## src/rtl/absorb_sequencer_if.sv

```systemverilog
// Handshake and control bundle between a message source, the absorb sequencer
// and the downstream padding generator.
interface absorb_sequencer_if #(
  parameter int W     = 64,
  parameter int LEN_W = 32,
  parameter int RVB_W = $clog2(W / 8) + 1
);
  logic             start_i;
  logic [LEN_W-1:0] msg_len_i;
  logic             busy_o;
  logic             done_o;
  logic [W-1:0]     in_data_i;
  logic             in_valid_i;
  logic             in_ready_o;
  logic [W-1:0]     out_data_o;
  logic             out_valid_o;
  logic             out_ready_i;
  logic [RVB_W-1:0] remaining_valid_bytes_o;
  logic             padding_enable_o;
  logic             last_word_in_block_o;
  logic             padding_reset_o;
  logic             block_done_o;

  // Sequencer side
  modport slave (
    input  start_i, msg_len_i, in_data_i, in_valid_i, out_ready_i,
    output busy_o, done_o, in_ready_o, out_data_o, out_valid_o,
           remaining_valid_bytes_o, padding_enable_o, last_word_in_block_o,
           padding_reset_o, block_done_o
  );

  // Source / sink side
  modport master (
    output start_i, msg_len_i, in_data_i, in_valid_i, out_ready_i,
    input  busy_o, done_o, in_ready_o, out_data_o, out_valid_o,
           remaining_valid_bytes_o, padding_enable_o, last_word_in_block_o,
           padding_reset_o, block_done_o
  );
endinterface

```

## src/rtl/absorb_sequencer.sv

```systemverilog
// Re-emits a byte-length-tagged message as rate-aligned words and drives the
// padding generator controls so its output is a SHAKE-padded block sequence.
module absorb_sequencer #(
  parameter int W          = 64,
  parameter int RATE_WORDS = 21,
  parameter int LEN_W      = 32
) (
  input  logic              clk,
  input  logic              rst_n,
  absorb_sequencer_if.slave bus
);
  localparam int BYTES = W / 8;
  localparam int RVB_W = $clog2(BYTES) + 1;
  localparam int CNT_W = $clog2(RATE_WORDS + 1);

  localparam logic [LEN_W-1:0] BYTES_L   = LEN_W'(BYTES);
  localparam logic [LEN_W-1:0] TWO_WORDS = LEN_W'(2 * BYTES);
  localparam logic [CNT_W-1:0] LAST_CNT  = CNT_W'(RATE_WORDS - 1);

  typedef enum logic [2:0] {
    S_IDLE = 3'd0,
    S_MSG  = 3'd1,
    S_TAIL = 3'd2,
    S_ZERO = 3'd3,
    S_DONE = 3'd4
  } state_t;

  state_t           r_state;
  state_t           w_state_nxt;
  logic [LEN_W-1:0] r_rem;
  logic [CNT_W-1:0] r_word_cnt;

  logic             w_accept;
  logic             w_fire;
  logic             w_last_cnt;
  logic             w_pad_state;
  logic [W-1:0]     w_out_data;
  logic             w_out_valid;
  logic             w_in_ready;
  logic [RVB_W-1:0] w_rvb;
  logic             w_done;
  logic             w_pad_reset;

  assign w_last_cnt  = (r_word_cnt == LAST_CNT);
  assign w_pad_state = (r_state == S_TAIL) || (r_state == S_ZERO);
  assign w_accept    = (r_state == S_IDLE) && bus.start_i;

  always_ff @(posedge clk or negedge rst_n) begin
    if (!rst_n) begin
      r_state    <= S_IDLE;
      r_rem      <= '0;
      r_word_cnt <= '0;
    end else begin
      r_state <= w_state_nxt;
      if (w_accept) begin
        r_rem      <= bus.msg_len_i;
        r_word_cnt <= '0;
      end else if (w_fire) begin
        if (r_state == S_MSG) begin
          r_rem <= r_rem - BYTES_L;
        end
        r_word_cnt <= w_last_cnt ? '0 : r_word_cnt + CNT_W'(1);
      end
    end
  end

  always_comb begin
    w_state_nxt = r_state;
    w_out_data  = '0;
    w_out_valid = 1'b0;
    w_in_ready  = 1'b0;
    w_rvb       = '0;
    w_done      = 1'b0;
    w_pad_reset = 1'b0;
    w_fire      = 1'b0;

    unique case (r_state)
      S_IDLE: begin
        if (bus.start_i) begin
          w_pad_reset = 1'b1;
          w_state_nxt = (bus.msg_len_i >= BYTES_L) ? S_MSG : S_TAIL;
        end
      end
      S_MSG: begin
        w_out_data  = bus.in_data_i;
        w_out_valid = bus.in_valid_i;
        w_in_ready  = bus.out_ready_i;
        w_rvb       = RVB_W'(BYTES);
        w_fire      = w_out_valid & bus.out_ready_i;
        // Leaving MSG once fewer than one full word of bytes would remain.
        if (w_fire && (r_rem < TWO_WORDS)) begin
          w_state_nxt = S_TAIL;
        end
      end
      S_TAIL: begin
        w_rvb = RVB_W'(r_rem);
        if (r_rem != '0) begin
          w_out_data  = bus.in_data_i;
          w_out_valid = bus.in_valid_i;
          w_in_ready  = bus.out_ready_i;
        end else begin
          w_out_valid = 1'b1;
        end
        w_fire = w_out_valid & bus.out_ready_i;
        if (w_fire) begin
          w_state_nxt = w_last_cnt ? S_DONE : S_ZERO;
        end
      end
      S_ZERO: begin
        w_out_valid = 1'b1;
        w_fire      = bus.out_ready_i;
        if (w_fire && w_last_cnt) begin
          w_state_nxt = S_DONE;
        end
      end
      S_DONE: begin
        w_done      = 1'b1;
        w_state_nxt = S_IDLE;
      end
      default: begin
        w_state_nxt = S_IDLE;
      end
    endcase
  end

  assign bus.busy_o                  = (r_state != S_IDLE);
  assign bus.done_o                  = w_done;
  assign bus.in_ready_o              = w_in_ready;
  assign bus.out_data_o              = w_out_data;
  assign bus.out_valid_o             = w_out_valid;
  assign bus.remaining_valid_bytes_o = w_rvb;
  // Gated by fire so the generator's separator latch is never set by a stalled word.
  assign bus.padding_enable_o        = w_fire & w_pad_state;
  assign bus.last_word_in_block_o    = w_pad_state & w_last_cnt;
  assign bus.padding_reset_o         = w_pad_reset;
  assign bus.block_done_o            = w_fire & w_last_cnt;

endmodule

```

## src/flat_wrapper.sv

```systemverilog
// flat-port wrapper written by rule: the top's interface ports become plain ports
module absorb_sequencer_flat 
#(
  parameter int W          = 64,
  parameter int RATE_WORDS = 21,
  parameter int LEN_W      = 32
)
  (clk, rst_n, bus_start_i, bus_msg_len_i, bus_in_data_i, bus_in_valid_i, bus_out_ready_i, bus_busy_o, bus_done_o, bus_in_ready_o, bus_out_data_o, bus_out_valid_o, bus_remaining_valid_bytes_o, bus_padding_enable_o, bus_last_word_in_block_o, bus_padding_reset_o, bus_block_done_o);
  absorb_sequencer_if #(.W(W), .LEN_W(LEN_W)) bus_i ();
  input  logic clk;
  input  logic rst_n;
  input wire logic [$bits(bus_i.start_i)-1:0] bus_start_i;
  input wire logic [$bits(bus_i.msg_len_i)-1:0] bus_msg_len_i;
  input wire logic [$bits(bus_i.in_data_i)-1:0] bus_in_data_i;
  input wire logic [$bits(bus_i.in_valid_i)-1:0] bus_in_valid_i;
  input wire logic [$bits(bus_i.out_ready_i)-1:0] bus_out_ready_i;
  output wire logic [$bits(bus_i.busy_o)-1:0] bus_busy_o;
  output wire logic [$bits(bus_i.done_o)-1:0] bus_done_o;
  output wire logic [$bits(bus_i.in_ready_o)-1:0] bus_in_ready_o;
  output wire logic [$bits(bus_i.out_data_o)-1:0] bus_out_data_o;
  output wire logic [$bits(bus_i.out_valid_o)-1:0] bus_out_valid_o;
  output wire logic [$bits(bus_i.remaining_valid_bytes_o)-1:0] bus_remaining_valid_bytes_o;
  output wire logic [$bits(bus_i.padding_enable_o)-1:0] bus_padding_enable_o;
  output wire logic [$bits(bus_i.last_word_in_block_o)-1:0] bus_last_word_in_block_o;
  output wire logic [$bits(bus_i.padding_reset_o)-1:0] bus_padding_reset_o;
  output wire logic [$bits(bus_i.block_done_o)-1:0] bus_block_done_o;
  assign bus_i.start_i = bus_start_i;
  assign bus_i.msg_len_i = bus_msg_len_i;
  assign bus_i.in_data_i = bus_in_data_i;
  assign bus_i.in_valid_i = bus_in_valid_i;
  assign bus_i.out_ready_i = bus_out_ready_i;
  assign bus_busy_o = bus_i.busy_o;
  assign bus_done_o = bus_i.done_o;
  assign bus_in_ready_o = bus_i.in_ready_o;
  assign bus_out_data_o = bus_i.out_data_o;
  assign bus_out_valid_o = bus_i.out_valid_o;
  assign bus_remaining_valid_bytes_o = bus_i.remaining_valid_bytes_o;
  assign bus_padding_enable_o = bus_i.padding_enable_o;
  assign bus_last_word_in_block_o = bus_i.last_word_in_block_o;
  assign bus_padding_reset_o = bus_i.padding_reset_o;
  assign bus_block_done_o = bus_i.block_done_o;
  absorb_sequencer #(.W(W), .RATE_WORDS(RATE_WORDS), .LEN_W(LEN_W)) u_core (.clk(clk), .rst_n(rst_n), .bus(bus_i));
endmodule
```

## config.mk

```make
export PLATFORM = sky130hd
export DESIGN_NAME = absorb_sequencer_flat
export DESIGN_NICKNAME = d
export VERILOG_FILES = /design/src/rtl/absorb_sequencer_if.sv /design/src/rtl/absorb_sequencer.sv /design/src/flat_wrapper.sv
export SDC_FILE = /design/constraint.sdc
export NUM_CORES = 1
export LEC_CHECK = 0
export ABC_AREA = 1
export CAP_MARGIN = 20
export CORE_ASPECT_RATIO = 0.5
export CORE_MARGIN = 5
export CORE_UTILIZATION = 37
export CTS_CLUSTER_SIZE = 20
export DETAILED_ROUTE_END_ITERATION = 6
export PLACE_DENSITY = 0.79
export SYNTH_ARGS = -nofsm -noshare
export SYNTH_HDL_FRONTEND = slang
export SYNTH_SLANG_ARGS = --single-unit
export TNS_END_PERCENT = 50
```

## constraint.sdc

```tcl
create_clock -name clk -period 1.45 [get_ports clk]
set_input_delay 0.145 -clock clk [delete_from_list [all_inputs] [get_ports clk]]
set_output_delay 0.145 -clock clk [all_outputs]
set_load 0.03 [all_outputs]
```

# [Yosys cells after proc, flatten, opt, wreduce, memory -nomap -nowiden]
# Index checks and enable logic that the tools add are counted.
[op_classes] add_sub_neg=2 magnitude_cmp=2 eq_ne=9 n_mux=25 bitwise_logic=5 n_reduce_logical=11
[ops] operator="64-bit one-hot mux with 2 select lines" count=1
[ops] operator="32-bit 2-to-1 mux" count=3
[ops] operator="64-bit 2-to-1 mux" count=1
[ops] operator="32-bit by 4-bit greater-or-equal comparator with 1-bit output, second input constant" count=1
[ops] operator="32-bit by 5-bit < comparator with 1-bit output, second input constant" count=1
[ops] operator="32-bit nonzero test" count=1
[ops] operator="32-bit by 4-bit subtractor with 32-bit output, second input constant" count=1
[ops] operator="3-bit 2-to-1 mux" count=5
[ops] operator="5-bit 2-to-1 mux" count=3
[ops] operator="3-bit one-hot mux with 4 select lines" count=1
[ops] operator="2-bit inequality test, second input constant" count=4
[ops] operator="4-bit one-hot mux with 2 select lines" count=1
[ops] operator="3-bit by 2-bit == test with 1-bit output, second input constant" count=2
[ops] operator="1-bit 2-to-1 mux" count=6
[ops] operator="1-bit one-hot mux with 3 select lines" count=2
[ops] operator="5-bit by 1-bit adder with 5-bit output, second input constant" count=1
[ops] operator="1-bit AND" count=5
[ops] operator="5-bit == test, second input constant" count=1
[ops] operator="4-bit AND reduction" count=1
[ops] operator="2-bit nonzero test" count=2
[ops] operator="3-bit by 1-bit == test with 1-bit output, second input constant" count=1
[ops] operator="3-bit == test, second input constant" count=1
[ops] operator="1-bit logical AND" count=3
[ops] operator="3-bit logical NOT" count=1
[ops] operator="5 further kinds" count=5
[word_totals] reg_bits=40 in_bits=101 out_inout_bits=76 word_cells=57

# [Logic depth before layout (Yosys ltp)]
[depth] word_depth=7 depth_mapped=10 mapped_depth_nobuf=10

# [Worst setup path after synthesis]
# Ideal clock, no wire load.
[synth_timing] path_kind="reg-to-output" start="register u_core.r_rem[12]" end="output bus_padding_enable_o" arrival_time_ps=1893 required_time_ps=1305 path_slack_ps=-588 path_stages_with_launch=10 path_buffers=0 path_cell_list="dfrtp_1 > nor2_1 > nand2_1 > nor2_2 > nand2_1 > o21ai_1 > nand2_1 > nand2_2 > nand2_2 > a21oi_1"
[synth_between] elab_chain_len=6
[synth_lines] item="from (decl)" line_no="absorb_sequencer.sv:30" text="logic [LEN_W-1:0] r_rem;"
[synth_lines] item="from (signal assigned)" line_no="absorb_sequencer.sv:56" text="r_rem <= bus.msg_len_i;"
[synth_lines] item="from (signal assigned)" line_no="absorb_sequencer.sv:60" text="r_rem <= r_rem - BYTES_L;"
[synth_lines] item="32-bit nonzero test" line_no="absorb_sequencer.sv:97" text="if (r_rem != '0) begin"
[synth_lines] item="1-bit 2-to-1 mux" line_no="absorb_sequencer.sv:97"
[synth_lines] item="1-bit 2-to-1 mux" line_no="absorb_sequencer.sv:77" text="unique case (r_state)"
[synth_lines] item="1-bit AND" line_no="absorb_sequencer.sv:104" text="w_fire = w_out_valid & bus.out_ready_i;"
[synth_lines] item="1-bit one-hot mux with 3 select lines" line_no="absorb_sequencer.sv:77"
[synth_lines] item="1-bit AND" line_no="absorb_sequencer.sv:133" text="assign bus.padding_enable_o = w_fire & w_pad_state;"
[synth_lines] item="to (decl)" line_no="flat_wrapper.sv:23" text="output wire logic [$bits(bus_i.padding_enable_o)-1:0] bus_padding_enable_o;"
# No other way between the ends. The select of a mux whose other input is x is not followed.

# [Worst setup path in the final report]
[layout_timing] start="register u_core.r_rem[11]" end="output bus_out_data_o[49]"
[layout_between] elab_chain_len=3
[layout_lines] item="32-bit nonzero test" line_no="absorb_sequencer.sv:97"
[layout_lines] item="64-bit 2-to-1 mux" line_no="absorb_sequencer.sv:97"
[layout_lines] item="64-bit one-hot mux with 2 select lines" line_no="absorb_sequencer.sv:77"
[layout_lines] item="to (decl)" line_no="flat_wrapper.sv:20" text="output wire logic [$bits(bus_i.out_data_o)-1:0] bus_out_data_o;"
# No other way between the ends.

==> results.md <==
- Global-route wire length before repair: 28.7 mm
- Clk_lat worst skew: 290 ps
- Layout cells sized above 1: 0.419
- Most used cell, CP: nor2_4
- Final Critical Period: 2390 ps
- Critical path class: flop to output pin
- Peak supply drop: 939 uV
- Chip height: 78.0 um
- Post-Syn Area: 3420 um2
- H-tree level count: 2
- Setup TNS: -71410 ps
- DRT antenna net count: 0
- Register area share after synthesis: 0.292
- Fin cells: 1000
- Top Family by Delay on Critical Path: buffers and inverters
- Cell row count: 24
- Grt total ovfl: 0
- DP Wirelength: 11.7 mm
- RePlAce Congestion: 0.937
- P&R area growth vs syn: 118%
- Vias per cell: 5.47
- Clk root buf: clkbuf_16
- Total Power: 17.3 mW
- Critical path launch point type: flop
- Ports: 177
- Placed insts: 949
- DRT Wirelength: 20.3 mm
- Diode count: 0
- Post-synthesis cell type count: 31
- DIE AREA: 11400 um2
- Warnings from Yosys: 0
- Worst EP arrival: 2240 ps
- Max-slew violations: 0
- Synth Area per Inst: 5.98 um2
- Vias in the first global route: 5292
- Initial core utilization: 0.386
- DRT Pass-1 Iters: 6
- Final worst setup slack: -938 ps
- Register bit total from synthesis: 40
- Clock sink total: 40
- Max incr delay on CP: 400 ps
- Worst slew pin tran: 398 ps
- Final setup skew: 7.70 ps
- Wirelength per Cell: 20.3 um
- Most frequent cells in the layout: buf_4, inv_1, clkdlybuf4s50_1
- Clock slew at reported path FFs: 70 ps
- Syn Inst Count: 572
- Final setup fails: 113
- Critical Path RT: 1310 ps
- Relative slew slack: 0.735
- Commonest non-fill, non-tap cell in the layout: buf_4
- CTS tree: done
- Initial antenna violation count: 0
- Max frequency: 419 MHz
- Final critical-path share of the clock period: 1.65
- Num CTS Buffers: 5
- Pwr dens: 2320 nW/um2
- GRT Util Overall: 0.312
- RSZ-0062 raised after global routing: true
- CP Cell Sequence: nor2_2, nand2_2, nor2_4, buf_6, nand2_4, nor2_4, nor2_4, a21oi_4, buf_6, buf_4, nor2_4, clkbuf_4
- Dpl ws: -961 ps
- Largest net degree at the start of global routing: 27
- Core box area: 8860 um2
- Final #Nets: 986
- CP Max Fanout: 11
- Remaining DRCs: 0
- CP endpoint kind: output pin
- PortBufs: 176
- Clock tree buffer depth: 2
- Iteration-0 DRC Markers: 592
- Worst hold path type: input port to asynchronous set/reset pin
- CP Buf/Inv Count: 4
- Pleak: 3.60 nW
- Final Core Density: 0.843
- Number of max-cap violations: 0
- Vias post-DR: 5467
- Failing checks: setup timing
- Outcome: complete, but fails checks
- Worst path slowest cell: dfrtp_1
- Die Wd: 146 um
- Final Hold Viols: 0
- Syn nets: 676
-- state kept, by name (all words and copies together), names as in the netlist --
name	flops
u_core.r_rem	32
u_core.r_state	3
u_core.r_word_cnt	5
-- timing repair --
action	CTS	global route
hold buffers	1	0
endpoints found under the hold margin	14	0
setup endpoints to repair	113	115
pin swaps	18	22
cloned	4	1
gates resized for setup	386	73
setup buffers	44	9
-- report_power, final --
group | switching, mW | total, mW | internal (mW)
clock | 0.497 | 1.31 | 0.810
combinational | 7.86 | 13.9 | 6.07
sequential | 0.450 | 2.08 | 1.63
total | 8.81 | 17.3 | 8.51
-- metal layers --
metal  routed length (um)  global-route usage  up-vias
met3                 1740              0.0587      129
met2                 9980               0.570      406
met4                 1260               0.127        0
met1                 7300               0.366     2552
li1                     -                   -     2380
met5                    0                   0        -
-- worst paths after layout --
check	to	slack, ps	cells past startpoint	from
max in group asynchronous	u_core.r_rem[22]	650	3	rst_n
min in group clk	u_core.r_rem[2]	420	3	bus_msg_len_i[2]
hold reg to reg	u_core.r_word_cnt[3]	550	2	u_core.r_word_cnt[3]
hold / removal	u_core.r_rem[26]	310	2	rst_n
setup reg to reg	u_core.r_rem[28]	-840	16	u_core.r_rem[22]
setup / recovery	bus_out_data_o[49]	-940	12	u_core.r_rem[11]
-- synthesized netlist by cell type (all sizes together) --
library cell	number	area (um2)
nor2	157	614
inv	110	415
nand2	106	403
nand3	52	265
dfrtp	40	1000
o21ai	23	115
xor2	17	149
buf	14	103
nand4	13	87.6
o211ai	12	90.1
a21oi	10	53.8
clkbuf	5	18.8
a31oi	3	18.8
ha	3	37.5
nor3	3	20.0
xnor2	2	17.5
and2	1	6.26
o31ai	1	7.51
-- cell type report --
| type | count | area [um2] |
|---|---|---|
| clock buffer | 5 | 125 |
| tap | 117 | 146 |
| inverter | 110 | 423 |
| sequential | 40 | 1000 |
| clock inverter | 3 | 42.5 |
| fill | 421 | 1390 |
| timing repair buffer | 322 | 3050 |
| multi-input combinational | 403 | 2680 |
-- cell families (layout without fill, tap and decap cells) --
logic type	Yosys count	after routing	synth area share
AO/OA/AOI/OAI	49	49	0.0833
flip-flops	40	40	0.292
XOR/XNOR	19	19	0.0486
buffers and inverters	129	440	0.157
AND/OR/NAND/NOR	332	332	0.408
adder cells (fa/ha/maj)	3	3	0.0110
-- metrics by stage --
step	cell area [um2]	hold WS (ps)
2_1_floorplan	3890	-151
3_3_place_gp	6380	77.5
3_5_place_dp	6380	91.0
4_1_cts	7320	329
5_1_grt	7470	358
6_report	7470	315
Power figures use the tool's default switching activity.
==> RTL change 1 (same settings) <==
Re-encode `state_t` (5 states) as one-hot, 5 bits wide.
--- a/src/rtl/absorb_sequencer.sv
+++ b/src/rtl/absorb_sequencer.sv
@@ -19,8 +19,8 @@
 
-  typedef enum logic [2:0] {
-    S_IDLE = 3'd0,
-    S_MSG  = 3'd1,
-    S_TAIL = 3'd2,
-    S_ZERO = 3'd3,
-    S_DONE = 3'd4
+  typedef enum logic [4:0] {
+    S_IDLE = 5'b00001,
+    S_MSG  = 5'b00010,
+    S_TAIL = 5'b00100,
+    S_ZERO = 5'b01000,
+    S_DONE = 5'b10000
   } state_t;
Behaviour: no difference found for any inputs over 10 cycles, from zero or initial values and one cycle with rst_n low; not proved beyond that.
==> RTL change 1 against the original RTL <==
The flow still finishes with violations (negative setup slack). Clock power is 11% lower. Area after synthesis is 4.0% higher. Sequential share of layout area up 0.62 points. Critical path depth unchanged. Routed wire length down 21%. Sequential cell count up 2. Synthesized cell count is 3.7% higher. Total power down 26%. Count of clock-buffer cells in the layout up 2. Design area rose by 0.35%. Setup slack improved by 220 ps. Clock skew is 1.5 ps lower. Largest power group unchanged.
==> RTL change 1: results (changes against the original RTL) <==
Logic synthesis
  • Synth cell count leaders: nor2_1, inv_1, nand2_1
  • Post-Synth Adder-Cell Area: 1.05% (-0.042 points)
  • Xor and xnor area share after synthesis: 4.67% (-0.19 points)
  • #FFs+latches synth: 42 (+5.0%)
  • Mapped Avg Cell Area: 6.00 sq um (+0.30%)
  • Synth area leaders: dfrtp_1, nor2_1, inv_1
  • Synth cell types: 33 (+6.5%)
  • Syn_nets: 697 (+3.1%)
  • Sequential area share after synthesis: 29.6% (+0.32 points)
  • Synth Area in Compound Gates: 6.15% (-2.2 points)

Routing
  • Met3 wire len: 1.25 mm (-28%)
  • Metal2 WL: 8.55 mm (-14%)
  • Met1 wire length: 5.90 mm (-19%)
  • Pre-Repair DR Iteration Count: 5 (-1)
  • DRT Wirelength: 16.0 mm (-21%)
  • Via count: 4976 (-9.0%)
  • Wire per inst: 15.4 um (-24%)
  • Initial drt markers: 312 (-47%)

STA
  • PnR worst setup slack: -713 ps (+224 ps)
  • Clk_skew: 6.16 ps (-1.53 ps)
  • Setup TNS: -54480 ps (+16940 ps)
  • Hold slack: 381 ps (+65.8 ps)
  • Setup violators final: 113 (unchanged)

Placement
  • Placed insts: 1000 (+5.4%)
  • Routability congestion estimate: 0.959 (+2.3%)
  • HPWL after DPL: 11.3 mm (-3.0%)
  • Placed cell areas: 6550 sq um (+2.6%)

Worst setup path
  • R2r setup slk: -670 ps (+170 ps)
  • Worst Path Arrival: 2020 ps (-220 ps)
  • CP top delay family: simple AND/OR/NAND/NOR gates
  • Worst R2R End: u_core.r_rem[26]$_DFFE_PN0P_

Finish
  • Util after Layout: 79.6% (-4.7 points)
  • Layout cells sized above 1: 40.4% (-1.5 points)
  • Logic inverters: 123 (+12%)
  • Multi-In Gates: 408 (+1.2%)
  • NonClk Buf Share: 41.6% (+0.74 points)
  • # nets final: 1010 (+2.4%)
  • Bufs w/o clock: 326 (+1.2%)
  • Layout clock buffers: 7 (+2)
  • Largest registers: u_core.r_rem x32, u_core.r_state x5, u_core.r_word_cnt x5
  • # fillers: 585 (+39%)
  • Fraction of area in multi-input gates: 33.9% (-1.9 points)

Global route
  • GRT met2 Usage: 51.2% (-5.8 points)
  • Largest net degree at the start of global routing: 43 (+59%)
  • Tot GR Track Use: 26.0% (-5.2 points)
  • Grt met1 use: 28.6% (-8.0 points)
  • Met3 global-route usage: 5.30% (-0.57 points)
  • Vias in the first global route: 5060 (-4.4%)

Outcome
  • Status: complete, but fails checks
  • Failing checks: negative setup slack

CTS
  • Buffer count from post-CTS setup fixing: 20 (-55%)

Pwr
  • Clock group: 1.16 mW (-11%)
  • Worst vdd ir: 0.817 mV (-13%)
  • Int Pwr: 6.94 mW (-18%)
  • Seq pwr share: 16.0% (+4.0 points)
  • P_leak: 3.74 nW (+3.9%)
## RTL change 1: cell types whose count changed after synthesis, sizes merged, moves of 4 or more
cell / delta
a21oi: -9
nand4: +4
o21ai: -5
inv: +13
nand2: +14
## RTL change 1: worst max-delay path by stage
| stage | from | to | slack [ps] | cells after the start |
|---|---|---|---|---|
| after global routing | u_core.r_rem[24]$_DFFE_PN0P_ | bus_out_data_o[49] | -820 | 12 |
| after CTS | u_core.r_rem[22]$_DFFE_PN0P_ | bus_out_data_o[16] | -690 | 11 |
| final | u_core.r_rem[24]$_DFFE_PN0P_ | bus_out_data_o[42] | -710 | 12 |
| after detailed placement | u_core.r_rem[20]$_DFFE_PN0P_ | bus_out_data_o[22] | -820 | 10 |
| after floorplan | u_core.r_rem[8]$_DFFE_PN0P_ | bus_padding_enable_o | -220 | 9 |
| after global placement | u_core.r_rem[20]$_DFFE_PN0P_ | bus_out_data_o[58] | -750 | 10 |
==> RTL change 2 (config.mk and constraints unchanged) <==
Without the edit above. `RATE_WORDS` is set to 21 in 2 places; all go to 42.
--- a/src/rtl/absorb_sequencer.sv
+++ b/src/rtl/absorb_sequencer.sv
@@ -4,3 +4,3 @@
   parameter int W          = 64,
-  parameter int RATE_WORDS = 21,
+  parameter int RATE_WORDS = 42,
   parameter int LEN_W      = 32
--- a/src/flat_wrapper.sv
+++ b/src/flat_wrapper.sv
@@ -4,3 +4,3 @@
   parameter int W          = 64,
-  parameter int RATE_WORDS = 21,
+  parameter int RATE_WORDS = 42,
   parameter int LEN_W      = 32
Behaviour: same outputs for any inputs over 10 cycles, from zero or initial values and one cycle with rst_n low; that may be too few to reach the edited logic, so the function may still have changed.
==> RTL change 2 against the original RTL <==
The flow still finishes with violations (negative setup slack). Sequential cell count increased by 1. Synthesized cell count increased by 3.1%. Via count decreased by 2.6%. Total power increased by 1.7%. Utilization decreased by 2.2 points. Area after synthesis increased by 3.6%. Design area increased by 3.2%. Global-route usage decreased by 6.3 points. Setup slack improved by 85 ps. Clock power decreased by 11%. Maximum frequency increased by 3.7%. Routed wire length decreased by 13%. Critical endpoint is now bus_out_data_o[45].
==> RTL change 2: results (changes against the original RTL) <==
Global route
  • Met3 global-route usage: 3.88% (-2.0 points)
  • Vias in the first global route: 4965 (-6.2%)

Finish
  • Multi-input gate area: 2590 sq um (-3.0%)
  • NonClk Buf Share: 43.3% (+2.5 points)
  • # fillers: 482 (+14%)
  • Clock-cell share: 1.85% (-0.39 points)
  • Sequential cell area: 1030 sq um (+2.4%)
  • Layout cells sized above 1: 40.5% (-1.4 points)
  • Largest registers: u_core.r_rem x32, u_core.r_word_cnt x6, u_core.r_state x3
  • Multi-In Gates: 410 (+1.7%)
  • Bufs w/o clock: 334 (+3.7%)
  • Design area: 7710 sq um (+3.2%)
  • # nets final: 1016 (+3.0%)

Routing
  • Met3 wire len: 1.28 mm (-26%)
  • DRT Wirelength: 17.6 mm (-13%)

Logic synthesis
  • Synth cell types: 28 (-9.7%)
  • Syn_nets: 694 (+2.7%)
  • Sequential area share after synthesis: 28.9% (-0.32 points)

Placement
  • Pre-CTS setup slack: -894 ps (+66.6 ps)
  • Placed insts: 990 (+4.3%)

Pwr
  • P_leak: 3.72 nW (+3.3%)
  • Int Pwr: 9.13 mW (+7.3%)
  • Seq pwr share: 11.7% (-0.3 points)
  • Clock group: 1.16 mW (-11%)
  • Power Density: 2280 nW/um^2 (-1.5%)

Outcome
  • Status: complete, but fails checks
  • Failing checks: negative setup slack

STA
  • Setup violators final: 113 (unchanged)
  • PnR worst setup slack: -852 ps (+85.5 ps)

Worst setup path
  • Reg2Reg Depth: 17 (+1)
  • Worst R2R End: u_core.r_rem[30]$_DFFE_PN0P_
  • Crit. Startpoint: u_core.r_rem[23]$_DFFE_PN0P_
RTL change 2: cell count changes in the layout (fill, tap and decap cells not counted), moves of 5 or more:
cell      unedited run  this run
nand2_4              7         2
a21oi_1              4        10
nand4_1             12        17
buf_12               8        18
o221ai_1             0         5
buf_6               73        81
nand2_1             86        98
inv_1              104       113
nor2_1              60        54
nor2_2              18        29
buf_2               10         2
nor2_4              79        69
RTL change 2: what timing repair did:
action                                  CTS  global route
endpoints found under the setup margin  116           114
hold endpoints to repair                 16             0
cloned                                    1             1
gates resized for setup                 321           261
setup buffers                            20            18
pin swaps                                 6            28
hold buffers                              1             0
RTL change 2: kinds of logic (layout without fill, tap and decap cells):
kind of cell	after synthesis	count (layout)	synth area share, %
AOI/OAI and AO/OA	50	50	8.47
and+or+nand+nor	341	341	41.1
DFF	41	41	28.9
buffers and inverters	139	461	16.5
adders and majority gates	3	3	1.06
xor gates and xnor gates	16	16	3.95
